`src/rtl/pwm_pkg.sv`:
```
// Shared PWM definitions: default generator width, stuck timeout, capture FSM
// states and the code-to-high-width mapping used by generator and receiver.
package pwm_pkg;

  localparam int CBITS       = 17;
  localparam int TIMEOUT_CYC = (1 << CBITS) + 1024;

  typedef enum logic [1:0] {
    IDLE = 2'd0,
    HIGH = 2'd1,
    LOW  = 2'd2
  } state_t;

  // High width {0, code, 1, (cbits-5)'d0}, returned zero-extended to 32 bits.
  function automatic logic [31:0] code_to_width(input logic [2:0] code,
                                                input int cbits = CBITS);
    return {28'd0, code, 1'b1} << (cbits - 5);
  endfunction

endpackage

```
`src/rtl/pwm_capture_if.sv`:
```
// Measurement bundle from the PWM capture block to its consumer.
// meas_valid is a one-cycle strobe with no backpressure (no ready); the data
// fields change only in the strobe cycle and hold until the next strobe.
interface pwm_capture_if #(
  parameter int CNT_W = pwm_pkg::CBITS + 1
);
  logic               meas_valid;
  logic [CNT_W-1:0]   high_len;
  logic [CNT_W-1:0]   period_len;
  logic [2:0]         duty_code;
  logic               code_exact;
  logic               stuck_high;
  logic               stuck_low;
  pwm_pkg::state_t    dbg_state;

  modport master (
    output meas_valid, high_len, period_len, duty_code, code_exact,
           stuck_high, stuck_low, dbg_state
  );

  modport slave (
    input meas_valid, high_len, period_len, duty_code, code_exact,
          stuck_high, stuck_low, dbg_state
  );
endinterface

```
`src/rtl/pwm_sync_edge.sv`:
```
// Two-flop synchronizer for the asynchronous PWM line plus rise/fall detect
// on the synchronized level.
module pwm_sync_edge (
  input  logic clk,
  input  logic rst_n,
  input  logic din,
  output logic level,
  output logic rise,
  output logic fall
);

  logic s1, s2, s2_d;

  always_ff @(posedge clk or negedge rst_n) begin
    if (!rst_n) begin
      s1   <= 1'b0;
      s2   <= 1'b0;
      s2_d <= 1'b0;
    end else begin
      s1   <= din;
      s2   <= s1;
      s2_d <= s2;
    end
  end

  assign level = s2;
  assign rise  = s2 & ~s2_d;
  assign fall  = ~s2 & s2_d;

endmodule

```
`src/rtl/pwm_capture.sv`:
```
// PWM receiver: measures high time and period between rising edges, recovers
// the generator duty code and flags lines stuck high or low.
module pwm_capture #(
  parameter int CBITS       = pwm_pkg::CBITS,
  parameter int TIMEOUT_CYC = pwm_pkg::TIMEOUT_CYC,
  parameter int CNT_W       = CBITS + 1
) (
  input  logic           clk,
  input  logic           rst_n,
  input  logic           pwm_in,
  pwm_capture_if.master  m
);
  import pwm_pkg::*;

  localparam logic [CNT_W-1:0] TMO = CNT_W'(TIMEOUT_CYC);

  logic s2, rise, fall;

  pwm_sync_edge u_sync (
    .clk   (clk),
    .rst_n (rst_n),
    .din   (pwm_in),
    .level (s2),
    .rise  (rise),
    .fall  (fall)
  );

  state_t           state_q, state_d;
  logic [CNT_W-1:0] cnt_q, cnt_d;
  logic [CNT_W-1:0] high_q, high_d;
  logic             stuck_high_q, stuck_high_d;
  logic             stuck_low_q, stuck_low_d;
  logic             strobe;

  logic             meas_valid_q;
  logic [CNT_W-1:0] high_len_q, period_len_q;
  logic [2:0]       duty_q;
  logic             exact_q;

  // cnt_q lags the cycle count by one, so lengths are latched as cnt_q + 1
  // to include the edge cycle itself.
  always_comb begin
    state_d      = state_q;
    high_d       = high_q;
    stuck_high_d = stuck_high_q;
    stuck_low_d  = stuck_low_q;
    strobe       = 1'b0;

    if (rise)              cnt_d = '0;
    else if (cnt_q == TMO) cnt_d = cnt_q;
    else                   cnt_d = cnt_q + 1'b1;

    case (state_q)
      IDLE: begin
        if (rise) begin
          state_d = HIGH;
        end else if (cnt_q == TMO) begin
          if (s2) stuck_high_d = 1'b1;
          else    stuck_low_d  = 1'b1;
        end
      end
      HIGH: begin
        if (fall) begin
          state_d = LOW;
          high_d  = cnt_q + 1'b1;
        end else if (cnt_q == TMO) begin
          stuck_high_d = 1'b1;
          state_d      = IDLE;
        end
      end
      LOW: begin
        if (rise) begin
          state_d      = HIGH;
          strobe       = 1'b1;
          stuck_high_d = 1'b0;
          stuck_low_d  = 1'b0;
        end else if (cnt_q == TMO) begin
          stuck_low_d = 1'b1;
          state_d     = IDLE;
        end
      end
      default: state_d = IDLE;
    endcase
  end

  always_ff @(posedge clk or negedge rst_n) begin
    if (!rst_n) begin
      state_q      <= IDLE;
      cnt_q        <= '0;
      high_q       <= '0;
      stuck_high_q <= 1'b0;
      stuck_low_q  <= 1'b0;
      meas_valid_q <= 1'b0;
      high_len_q   <= '0;
      period_len_q <= '0;
      duty_q       <= '0;
      exact_q      <= 1'b0;
    end else begin
      state_q      <= state_d;
      cnt_q        <= cnt_d;
      high_q       <= high_d;
      stuck_high_q <= stuck_high_d;
      stuck_low_q  <= stuck_low_d;
      meas_valid_q <= strobe;
      if (strobe) begin
        high_len_q   <= high_q;
        period_len_q <= cnt_q + 1'b1;
        duty_q       <= high_q[CBITS-2:CBITS-4];
        exact_q      <= (high_q == CNT_W'(code_to_width(high_q[CBITS-2:CBITS-4], CBITS)));
      end
    end
  end

  assign m.meas_valid = meas_valid_q;
  assign m.high_len   = high_len_q;
  assign m.period_len = period_len_q;
  assign m.duty_code  = duty_q;
  assign m.code_exact = exact_q;
  assign m.stuck_high = stuck_high_q;
  assign m.stuck_low  = stuck_low_q;
  assign m.dbg_state  = state_q;

endmodule

```
`src/flat_wrapper.sv`:
```
// flat-port wrapper written by rule: the top's interface ports become plain ports
module pwm_capture_flat import pwm_pkg::*;
#(
  parameter int CBITS       = pwm_pkg::CBITS,
  parameter int TIMEOUT_CYC = pwm_pkg::TIMEOUT_CYC,
  parameter int CNT_W       = CBITS + 1
)
  (clk, rst_n, pwm_in, m_meas_valid, m_high_len, m_period_len, m_duty_code, m_code_exact, m_stuck_high, m_stuck_low, m_dbg_state);
  pwm_capture_if #(.CNT_W(CNT_W)) m_i ();
  input  logic clk;
  input  logic rst_n;
  input  logic pwm_in;
  output wire logic [$bits(m_i.meas_valid)-1:0] m_meas_valid;
  output wire logic [$bits(m_i.high_len)-1:0] m_high_len;
  output wire logic [$bits(m_i.period_len)-1:0] m_period_len;
  output wire logic [$bits(m_i.duty_code)-1:0] m_duty_code;
  output wire logic [$bits(m_i.code_exact)-1:0] m_code_exact;
  output wire logic [$bits(m_i.stuck_high)-1:0] m_stuck_high;
  output wire logic [$bits(m_i.stuck_low)-1:0] m_stuck_low;
  output wire logic [$bits(m_i.dbg_state)-1:0] m_dbg_state;
  assign m_meas_valid = m_i.meas_valid;
  assign m_high_len = m_i.high_len;
  assign m_period_len = m_i.period_len;
  assign m_duty_code = m_i.duty_code;
  assign m_code_exact = m_i.code_exact;
  assign m_stuck_high = m_i.stuck_high;
  assign m_stuck_low = m_i.stuck_low;
  assign m_dbg_state = m_i.dbg_state;
  pwm_capture #(.CBITS(CBITS), .TIMEOUT_CYC(TIMEOUT_CYC), .CNT_W(CNT_W)) u_core (.clk(clk), .rst_n(rst_n), .pwm_in(pwm_in), .m(m_i));
endmodule
```
`config.mk`:
```
export PLATFORM = sky130hd
export DESIGN_NAME = pwm_capture_flat
export DESIGN_NICKNAME = d
export VERILOG_FILES = /design/src/rtl/pwm_pkg.sv /design/src/rtl/pwm_capture_if.sv /design/src/rtl/pwm_sync_edge.sv /design/src/rtl/pwm_capture.sv /design/src/flat_wrapper.sv
export SDC_FILE = /design/constraint.sdc
export NUM_CORES = 1
export LEC_CHECK = 0
export ABC_AREA = 1
export BUFFER_PORTS_ARGS = -buffer_cell sky130_fd_sc_hd__buf_4
export CELL_PAD_IN_SITES_DETAIL_PLACEMENT = 1
export CELL_PAD_IN_SITES_GLOBAL_PLACEMENT = 2
export CORE_ASPECT_RATIO = 0.75
export CORE_UTILIZATION = 35
export DETAILED_ROUTE_END_ITERATION = 6
export PLACE_DENSITY_LB_ADDON = 0.1
export SLEW_MARGIN = 20
export SYNTH_ARGS = -nofsm -noshare
export SYNTH_HDL_FRONTEND = slang
export SYNTH_HIERARCHICAL = 1
export SYNTH_SLANG_ARGS = --single-unit
```
`constraint.sdc`:
```
create_clock -name clk -period 1.9 [get_ports clk]
set_input_delay 0.19 -clock clk [delete_from_list [all_inputs] [get_ports clk]]
set_output_delay 0.19 -clock clk [all_outputs]
set_load 0.02 [all_outputs]
```
==> summary.txt, run 1 <==
Run status
  – Status: finished clean

Floorplanning
  – Die outline area: 10,500 sq um
  – Die W: around 120 um
  – Initial core utilization: approximately 36%
  – I/O Pins: 48
  – Vert. Die Dim: 88.8 um
  – Cell Rows: 31
  – Total core area: 9700 sq um

Global route
  – Global-route usage over all layers: a little under 20%
  – Vias in the first global route: 2,791
  – GRT overflow: 0
  – Largest net degree at the start of global routing: 43
  – First-pass GRT wire length: approximately 15 mm
  – Initial antenna violation count: 0

Route
  – Drt total wl: 9.20 mm
  – DRC: 0
  – 1st-pass router iterations: 4
  – Routed wire per std cell: 15.7 um
  – Via density per instance: between 4 and 5
  – Via count: between 2,000 and 3,000
  – DRT antenna net count: 0
  – Iteration-0 DRC count of the detailed router: around 140

Clock network
  – Clock root buffer master: clkbuf_16
  – Clock insertion delay at the later pin of the skew report: 0.34 ns
  – Total CTS buffers: 9
  – Clock slew at reported path FFs: 0.06 ns
  – CTS tree: yes
  – CTS Sinks: roughly 80
  – Postcts setup bufs: 0
  – Max H-tree Level: 3
  – Clk buf depth: 2

Synthesis
  – Warnings from Yosys: 6
  – Leading area contributor after synthesis: dfrtp_1
  – Synth Instances: between 300 and 400
  – Net count after synthesis: 400
  – Seq/Total Area, Yosys: between 50 and 60%
  – Mean Syn Cell Area: 8.90 sq um
  – Yosys cell types: 28
  – Synth top area cells: dfrtp_1 (58%), nand2_1 (12%), nor2_1 (4.2%)
  – FF+latch count, synth: 81
  – Area share of the largest cell type after synthesis: just under 60%
  – Post-Syn Area: 3520 sq um

Critical path
  – Crit path kind: flop to flop
  – Critical Path RT: 2.10 ns
  – Worst setup SP type: flop
  – Worst setup EP type: flop
  – CP Max Fanout: 9
  – WP data arrival: 1.85 ns

STA
  – Max-slew headroom: a little under three quarters
  – Hold WS: around 0.29 ns
  – Final Hold Viols: 0
  – Worst-Margin Slew: approximately 0.43 ns
  – Final period util: 86.9%
  – RSZ-0062 raised after global routing: false
  – Setup tns final: 0 ns
  – Slew Viols, Final: 0
  – Clock Skews: 0.00688 ns
  – Setup-failing EPs final: 0
  – Period minus WS final: around 1.7 ns
  – Max Fclk: 606 MHz

Power and ir drop
  – Worst vdd ir: 418 uV
  – Static Leakage: around 0.0022 uW
  – PwrDens: 1070 nW/um^2

Layout
  – Layout net count: approximately 450
  – Fraction of layout cells with a size suffix above 1: 22.6%
  – Final Util: 45.0%
  – Layout area overhead: 24.1%
  – Ant diodes: 0

Run
  – Max_cap viols: 0

Placement
  – Number of port buffers: between 40 and 50
  – Post-DP HPWL: 6.75 mm
  – Placer congestion estimate: 0.795

Hold path
  – Worst min path class: input port to async pin
==> repair_timing <==
item	in CTS	in global routing
hold buffers	2	0
resized for setup	0	2
hold endpoints to repair	23	0
endpoints found under the setup margin	0	1
==> cells in the mapped netlist, drive strengths merged <==
cell type  number
nand2         121
dfrtp          81
nor2           45
o21ai          45
inv            38
nand3          17
nand4          10
buf             8
xor2            8
clkbuf          7
nor3            5
a21oi           4
ha              2
nand3b          1
nor4            1
o21bai          1
or2             1
==> worst max-delay path: stages (launching register included) <==
cell and delay (ns):
dfrtp_2 0.48, inv_1 0.09, ha_1 0.14, inv_1 0.04
nor2_1 0.07, nand2_1 0.06, nor2_1 0.15, nand3_1 0.20
nand2_1 0.18, o21ai_0 0.11
==> path summary, 6_finish.rpt <==
path / start / to / slack (ns) / cells after the start
min reg2reg: u_core/u_sync/s1 / u_core/u_sync/level / 0.35 / 0
min in group clk: u_core/u_sync/s1 / u_core/u_sync/level / 0.35 / 0
max reg2reg: u_core/cnt_q[0] / u_core/cnt_q[0] / 0.25 / 9
min: rst_n / u_core/m.high_len[11] / 0.29 / 2
max in group asynchronous: rst_n / u_core/cnt_q[0] / 1.04 / 3
max: u_core/cnt_q[0] / u_core/cnt_q[0] / 0.25 / 9
==> layer usage <==
metal,global-route usage (%),share of wire [%]
met1,28.8,53
met2,27.7,42
met3,4.19,3.9
met4,5.94,1.0
met5,0,0
==> where the power goes <==
part	leakage, uW	internal [uW]	switching, uW
logic	0.000904	295	503
registers	0.00110	1910	170
clock network	0.000156	1100	705
total	0.00216	3300	1380
==> sequential cells by signal, indices dropped and copies added (netlist names) <==
name                 cells
u_core/m.high_len       18
u_core/m.stuck_low       1
u_core/cnt_q            18
u_core/m.meas_valid      1
u_core/m.period_len     18
u_core/u_sync/s1         1
u_core/u_sync/level      1
u_core/m.dbg_state       2
u_core/high_q           18
u_core/m.stuck_high      1
u_core/u_sync/s2_d       1
u_core/m.code_exact      1
==> through the flow <==
step / area [sq um] / instances / setup slack (ns) / total power (uW)
floorplan: 3520 / 395 / 0.509 / 2540
global placement: 4030 / 566 / 0.241 / 2910
detailed placement: 4030 / 566 / 0.207 / 2920
CTS: 4360 / 584 / 0.179 / 4740
global route: 4360 / 584 / 0.0150 / 4920
finish: 4360 / 584 / 0.249 / 4680
==> layout by cell type (no fill, tap or decap), types with 7 or more instances in the layout <==
| master | instances |
|---|---|
| buf_4 | 53 |
| xor2_1 | 7 |
| dfrtp_1 | 80 |
| nand4_1 | 10 |
| nand3_1 | 15 |
| o21ai_1 | 9 |
| nand2_2 | 10 |
| inv_1 | 35 |
| nor2_1 | 38 |
| nand2_1 | 111 |
| o21ai_0 | 29 |
| clkbuf_16 | 9 |
| o21ai_2 | 7 |
==> cell type report <==
type	instances	area (sq um)
multi-input combinational	261	1280
clock buffer	11	253
inverter	38	143
fill	1154	5330
sequential	81	2030
timing repair buffer	56	438
clock inverter	5	61.3
tap	132	165
==> logic make-up after synthesis <==
family	count (synthesis)	share of synthesized area, %
adders and majority gates	2	0.712
and+or+nand+nor	201	25.3
DFF	81	57.7
AOI/OAI and AO/OA	50	8.04
xor gates and xnor gates	8	2.21
buffers and inverters	53	6.12
(Power assumes the default switching activity.)
==> run 2, diff against run 1 <==
REMOVE_ABC_BUFFERS = 1   (was unset)
SYNTH_HIERARCHICAL = unset   (was 1)
==> summary.txt, run 2 <==
Critical path
  – WP data arrival: around 1.8 ns
  – Reg2Reg Setup Slack: 0.33 ns
  – Worst setup SP type: flop
  – R2r endpoint: u_core.m.stuck_high
  – Critical Path RT: about 2.1 ns
  – Reg2Reg Launch Point: u_core.cnt_q[0]
  – Worst r2r path cells: 9
  – Worst setup startpoint: u_core.cnt_q[0]
  – CP Max Fanout: 5
  – Worst setup EP type: flop
  – Crit path kind: flop to flop

Hold path
  – Worst min path class: input port to async pin

STA
  – Max Fclk: 635 MHz
  – Setup tns final: 0 ns
  – Setup-failing EPs final: 0
  – Setup ws final: 0.325 ns
  – Final Hold Viols: 0
  – Clock Skews: 0.00454 ns
  – Final period util: between 80 and 90%
  – Max-slew headroom: approximately 64%
  – Slew Viols, Final: 0
  – Worst-Margin Slew: around 0.54 ns
  – RSZ-0062 raised after global routing: false
  – Period minus WS final: 1.57 ns

Power and ir drop
  – PwrDens: 1080 nW/um^2
  – Static Leakage: between 0.002 and 0.0025 uW
  – Worst vdd ir: roughly 500 uV

Route
  – Routed wire per std cell: 14.0 um
  – DRC: 0
  – DRT antenna net count: 0
  – Drt total wl: 8.34 mm
  – Iteration-0 DRC count of the detailed router: 95
  – 1st-pass router iterations: 4
  – Via count: 2,729
  – Via density per instance: 4.59

Floorplanning
  – Total core area: 9770 sq um
  – I/O Pins: 48
  – Vert. Die Dim: 89.3 um
  – Die W: 118 um
  – Cell Rows: 31
  – Initial core utilization: 36.4%
  – Die outline area: 10,600 sq um

Placement
  – Placer congestion estimate: 0.771
  – Dpl ws: 0.319 ns
  – Number of port buffers: 47
  – Post-DP HPWL: 6.00 mm

Layout
  – Fraction of layout cells with a size suffix above 1: a little over a fifth
  – Ant diodes: 0
  – Most common cell after layout, fill and taps aside: nand2_1
  – Most frequent cells in the layout: nand2_1 (122), dfrtp_1 (81), buf_4 (52)
  – Layout area overhead: 24.6%
  – Layout net count: between 400 and 500

Synthesis
  – Post-Syn Area: 3550 sq um
  – FF+latch count, synth: 81
  – Leading area contributor after synthesis: dfrtp_1
  – Mean Syn Cell Area: between 8 and 9 sq um
  – Area share of the largest cell type after synthesis: between 50% and 60%
  – Most common cell in the netlist: nand2_1
  – Warnings from Yosys: 0
  – Most common library cells after synthesis: nand2_1 (122), dfrtp_1 (81), inv_1 (41)
  – Ys async rst share: 100%
  – EDFF count, synth: 0
  – Synth top area cells: dfrtp_1 (57%), nand2_1 (13%), inv_1 (4.3%)
  – Yosys cell types: 25
  – Synth Instances: ~400
  – Main synth FF type: dfrtp_1
  – Seq/Total Area, Yosys: a little under three fifths

Clock network
  – Clock root buffer master: clkbuf_16
  – Clock slew at reported path FFs: around 0.06 ns
  – Post-cts gate resize count: 0
  – Total CTS buffers: 9
  – Clock insertion delay at the later pin of the skew report: 0.34 ns
  – Hold buffer count at CTS: 2
  – Postcts setup bufs: 0
  – CTS tree: yes
  – Max H-tree Level: 3
  – Clk buf depth: 2
  – CTS Sinks: 81

Run
  – Max_cap viols: 0

Run status
  – Status: finished clean

Global route
  – Vias in the first global route: 2,757
  – Initial antenna violation count: 0
  – Largest net degree at the start of global routing: 35
  – First-pass GRT wire length: 14.3 mm
  – Global-route usage over all layers: between 10% and 20%
  – GRT overflow: 0
## run 2: worst max-delay path, cell delays in order (launching register included)
cell and delay, ns:
dfrtp_1 0.42, inv_1 0.14, ha_1 0.20, nand3_1 0.10
nor2_1 0.11, nand2_1 0.10, a21oi_1 0.20, nand2_1 0.09
nand2_1 0.06, nand2_1 0.04
## run 2: cell type report
type	instances	area [sq um]
inverters	44	165
fillers	1144	5350
clock buffers	10	239
repair buffers	56	450
flip-flops and latches	81	2030
well taps	132	165
clock inverters	6	97.6
multi-input cells	266	1280
## run 2: through the flow
step	std cells	utilization [%]	hold WS [ns]	instance area, sq um	power [uW]
2_1_floorplan	391	-	-0.106	3480	2520
3_3_place_gp	577	41.7	0.172	4070	2890
3_5_place_dp	577	41.7	0.174	4070	2890
4_1_cts	595	45.3	0.346	4430	4870
5_1_grt	595	45.3	0.374	4430	5060
6_report	595	45.3	0.337	4430	4800
## run 2: how the worst max path moves through the flow
stage	end	cells past startpoint
2_1_floorplan	u_core.m.period_len[10]	7
3_3_place_gp	u_core.m.stuck_high	9
3_5_place_dp	u_core.m.stuck_high	9
4_1_cts	u_core.m.stuck_high	9
5_1_grt	u_core.m.dbg_state[1]	7
6_report	u_core.m.stuck_high	9
## run 2: logic make-up after synthesis
logic type / Yosys count / synth area share [%]
fa+ha+maj: 2 / 0.704
xor+xnor: 8 / 2.39
buf+inv: 58 / 6.86
flops: 81 / 57.0
simple gates: 206 / 25.2
compound gates: 50 / 7.81
## run 2: metal layers
metal	share of wire [%]	GRT usage (%)
met3	3.5	4.15
met2	42	26.4
met4	1.5	7.25
met5	0	0
met1	53	25.6
## run 2: power by group
group          total, uW  internal, uW  switching (uW)
logic                832           305             527
registers           2020          1900             119
clock network       1950          1210             738
==> run 3, diff against run 2 <==
clock period = 1.5 ns   (was 1.9 ns; I/O delays follow)
==> summary.txt, run 3 (synthesis gave the netlist of run 2 again) <==
Hold path
  – Worst min path class: input port to async pin

Global route
  – First-pass GRT wire length: 14.7 mm
  – Vias in the first global route: 2,850
  – Largest net degree at the start of global routing: 40
  – Global-route usage over all layers: 18.4%
  – GRT overflow: 0
  – Initial antenna violation count: 0

Critical path
  – Crit path kind: flop to flop
  – WP data arrival: between 1.5 and 2 ns
  – Cells along the critical path: ha_2 -> nand3_4 -> nor2_4 -> nand2_2 -> nor2_4 -> xor2_2 -> o21ai_2
  – Worst setup EP type: flop
  – Crit-path max cell delay: between 0.4 and 0.5 ns
  – CP dominant cell by count: nor2_4
  – Worst setup SP type: flop
  – Critical Path RT: approximately 1.7 ns
  – Slowest CP cell: dfrtp_1
  – CP Max Fanout: 4

Route
  – Routed wire per std cell: 14.7 um
  – Iteration-0 DRC count of the detailed router: 89
  – 1st-pass router iterations: 4
  – Via count: 2,834
  – Drt total wl: 8.87 mm
  – Via density per instance: 4.69
  – DRC: 0
  – DRT antenna net count: 0

STA
  – RSZ-0062 raised after global routing: true
  – Period minus WS final: 1.54 ns
  – Worst-Margin Slew: 0.467 ns
  – Setup-failing EPs final: 9
  – Slew Viols, Final: 0
  – Setup ws final: -0.0366 ns
  – Clock Skews: about 0.0062 ns
  – Final Hold Viols: 0
  – Max-slew headroom: between 60% and 70%
  – Final period util: 102%
  – Max Fclk: 651 MHz

Floorplanning
  – Die outline area: 10,600 sq um
  – Initial core utilization: between 30 and 40%
  – I/O Pins: 48
  – Cell Rows: 31
  – Die W: 118 um
  – Total core area: 9770 sq um
  – Vert. Die Dim: 89.3 um

Power and ir drop
  – Sw Ratio: 30.3%
  – Combinational fraction of design power: 19.6%
  – PwrDens: 1310 nW/um^2
  – Sequential group share of total power: between 40% and 50%
  – P_int: 4210 uW
  – Worst vdd ir: 619 uV
  – Static Leakage: 0.00227 uW
  – Clock power frac: 38.0%
  – P_sw: 1840 uW
  – Pwr Total: between 6000 and 7000 uW

Clock network
  – Total CTS buffers: 9
  – CTS tree: yes
  – Max H-tree Level: 3
  – Clock slew at reported path FFs: 0.06 ns
  – Clock insertion delay at the later pin of the skew report: 0.35 ns
  – Clk buf depth: 2
  – CTS Sinks: slightly above 80
  – Clock root buffer master: clkbuf_16

Layout
  – Layout net count: 472
  – Final Util: between 40% and 50%
  – Most frequent cells in the layout: nand2_1 (115), dfrtp_1 (76), buf_4 (59)
  – Fraction of layout cells with a size suffix above 1: 28.6%
  – Most common cell after layout, fill and taps aside: nand2_1
  – Fillers: 1,179
  – Sequential cell area: 2030 sq um
  – Multi-input gate area: 1400 sq um
  – Layout area overhead: 29.8%
  – Ant diodes: 0

Run status
  – Failing checks: setup timing
  – Status: finished with violations

Placement
  – Dpl ws: -0.0320 ns
  – Placer congestion estimate: 0.798
  – Post-DP HPWL: 6.15 mm
  – Number of port buffers: 47

Run
  – Max_cap viols: 0
[run 3: cell types whose count changed in the layout (fill, tap and decap cells not counted), moves of 4 or more]
cell	before	now
dfrtp_2	0	5
dfrtp_1	81	76
buf_4	52	59
nand2_1	122	115
nor2_1	37	33
nand2_2	7	13
[run 3: metrics by stage]
| step | instances | setup TNS [ns] | cell area [sq um] | hold WS (ns) |
|---|---|---|---|---|
| finish | 604 | -0.208 | 4610 | 0.298 |
| global placement | 581 | 0 | 4110 | 0.132 |
| detailed placement | 581 | -0.0707 | 4110 | 0.139 |
| floorplan | 391 | -5.04 | 3480 | -0.146 |
| global route | 604 | -2.22 | 4610 | 0.328 |
| CTS | 599 | -0.0267 | 4470 | 0.311 |
[run 3: critical path: cells and delay by family (launching register included)]
family	cells	cell delay [ns]
flops	1	0.41
fa+ha+maj	1	0.23
xor+xnor	1	0.22
compound gates	1	0.07
simple gates	4	0.49
[run 3: power groups by stage]
stage / sequential (uW) / combinational [uW] / clock (uW)
4_1_cts: 2560 / 1120 / 2360
5_1_grt: 2600 / 1320 / 2440
2_1_floorplan: 2730 / 462 / 0
6_report: 2570 / 1180 / 2300
3_3_place_gp: 2580 / 1090 / 0
3_5_place_dp: 2600 / 1100 / 0
[run 3: worst paths after layout]
check                      cells after the start                 endpoint        startpoint  slack (ns)
max in group asynchronous                      3         u_core.cnt_q[17]             rst_n        0.70
min                                            2     u_core.m.high_len[2]             rst_n        0.30
min in group clk                               0      u_core.u_sync.level  u_core.u_sync.s1        0.35
max reg2reg                                    7  u_core.m.period_len[10]   u_core.cnt_q[0]       -0.04
max                                            7  u_core.m.period_len[10]   u_core.cnt_q[0]       -0.04
min reg2reg                                    0      u_core.u_sync.level  u_core.u_sync.s1        0.35
[run 3: layout make-up]
| type | count | area share [%] |
|---|---|---|
| flip-flops and latches | 81 | 44.1 |
| multi-input cells | 266 | 30.3 |
| repair buffers | 65 | 11.6 |
| clock buffers | 10 | 5.18 |
| inverters | 44 | 3.63 |
| well taps | 132 | 3.58 |
| clock inverters | 6 | 1.63 |
[run 3: repair_timing]
action	4_1_cts	5_1_grt
endpoints found under the hold margin	31	0
buffers inserted	0	5
resized for setup	5	34
hold buffers	2	0
setup endpoints to repair	9	55
pin swaps	4	9
gates cloned	0	0
[run 3: metal layers]
layer	GRT usage (%)	up-vias	routed length, um
li1	-	1391	-
met1	25.5	1386	4530
met2	28.2	43	3910
met3	5.10	14	302
met4	5.87	0	129
met5	0	-	0
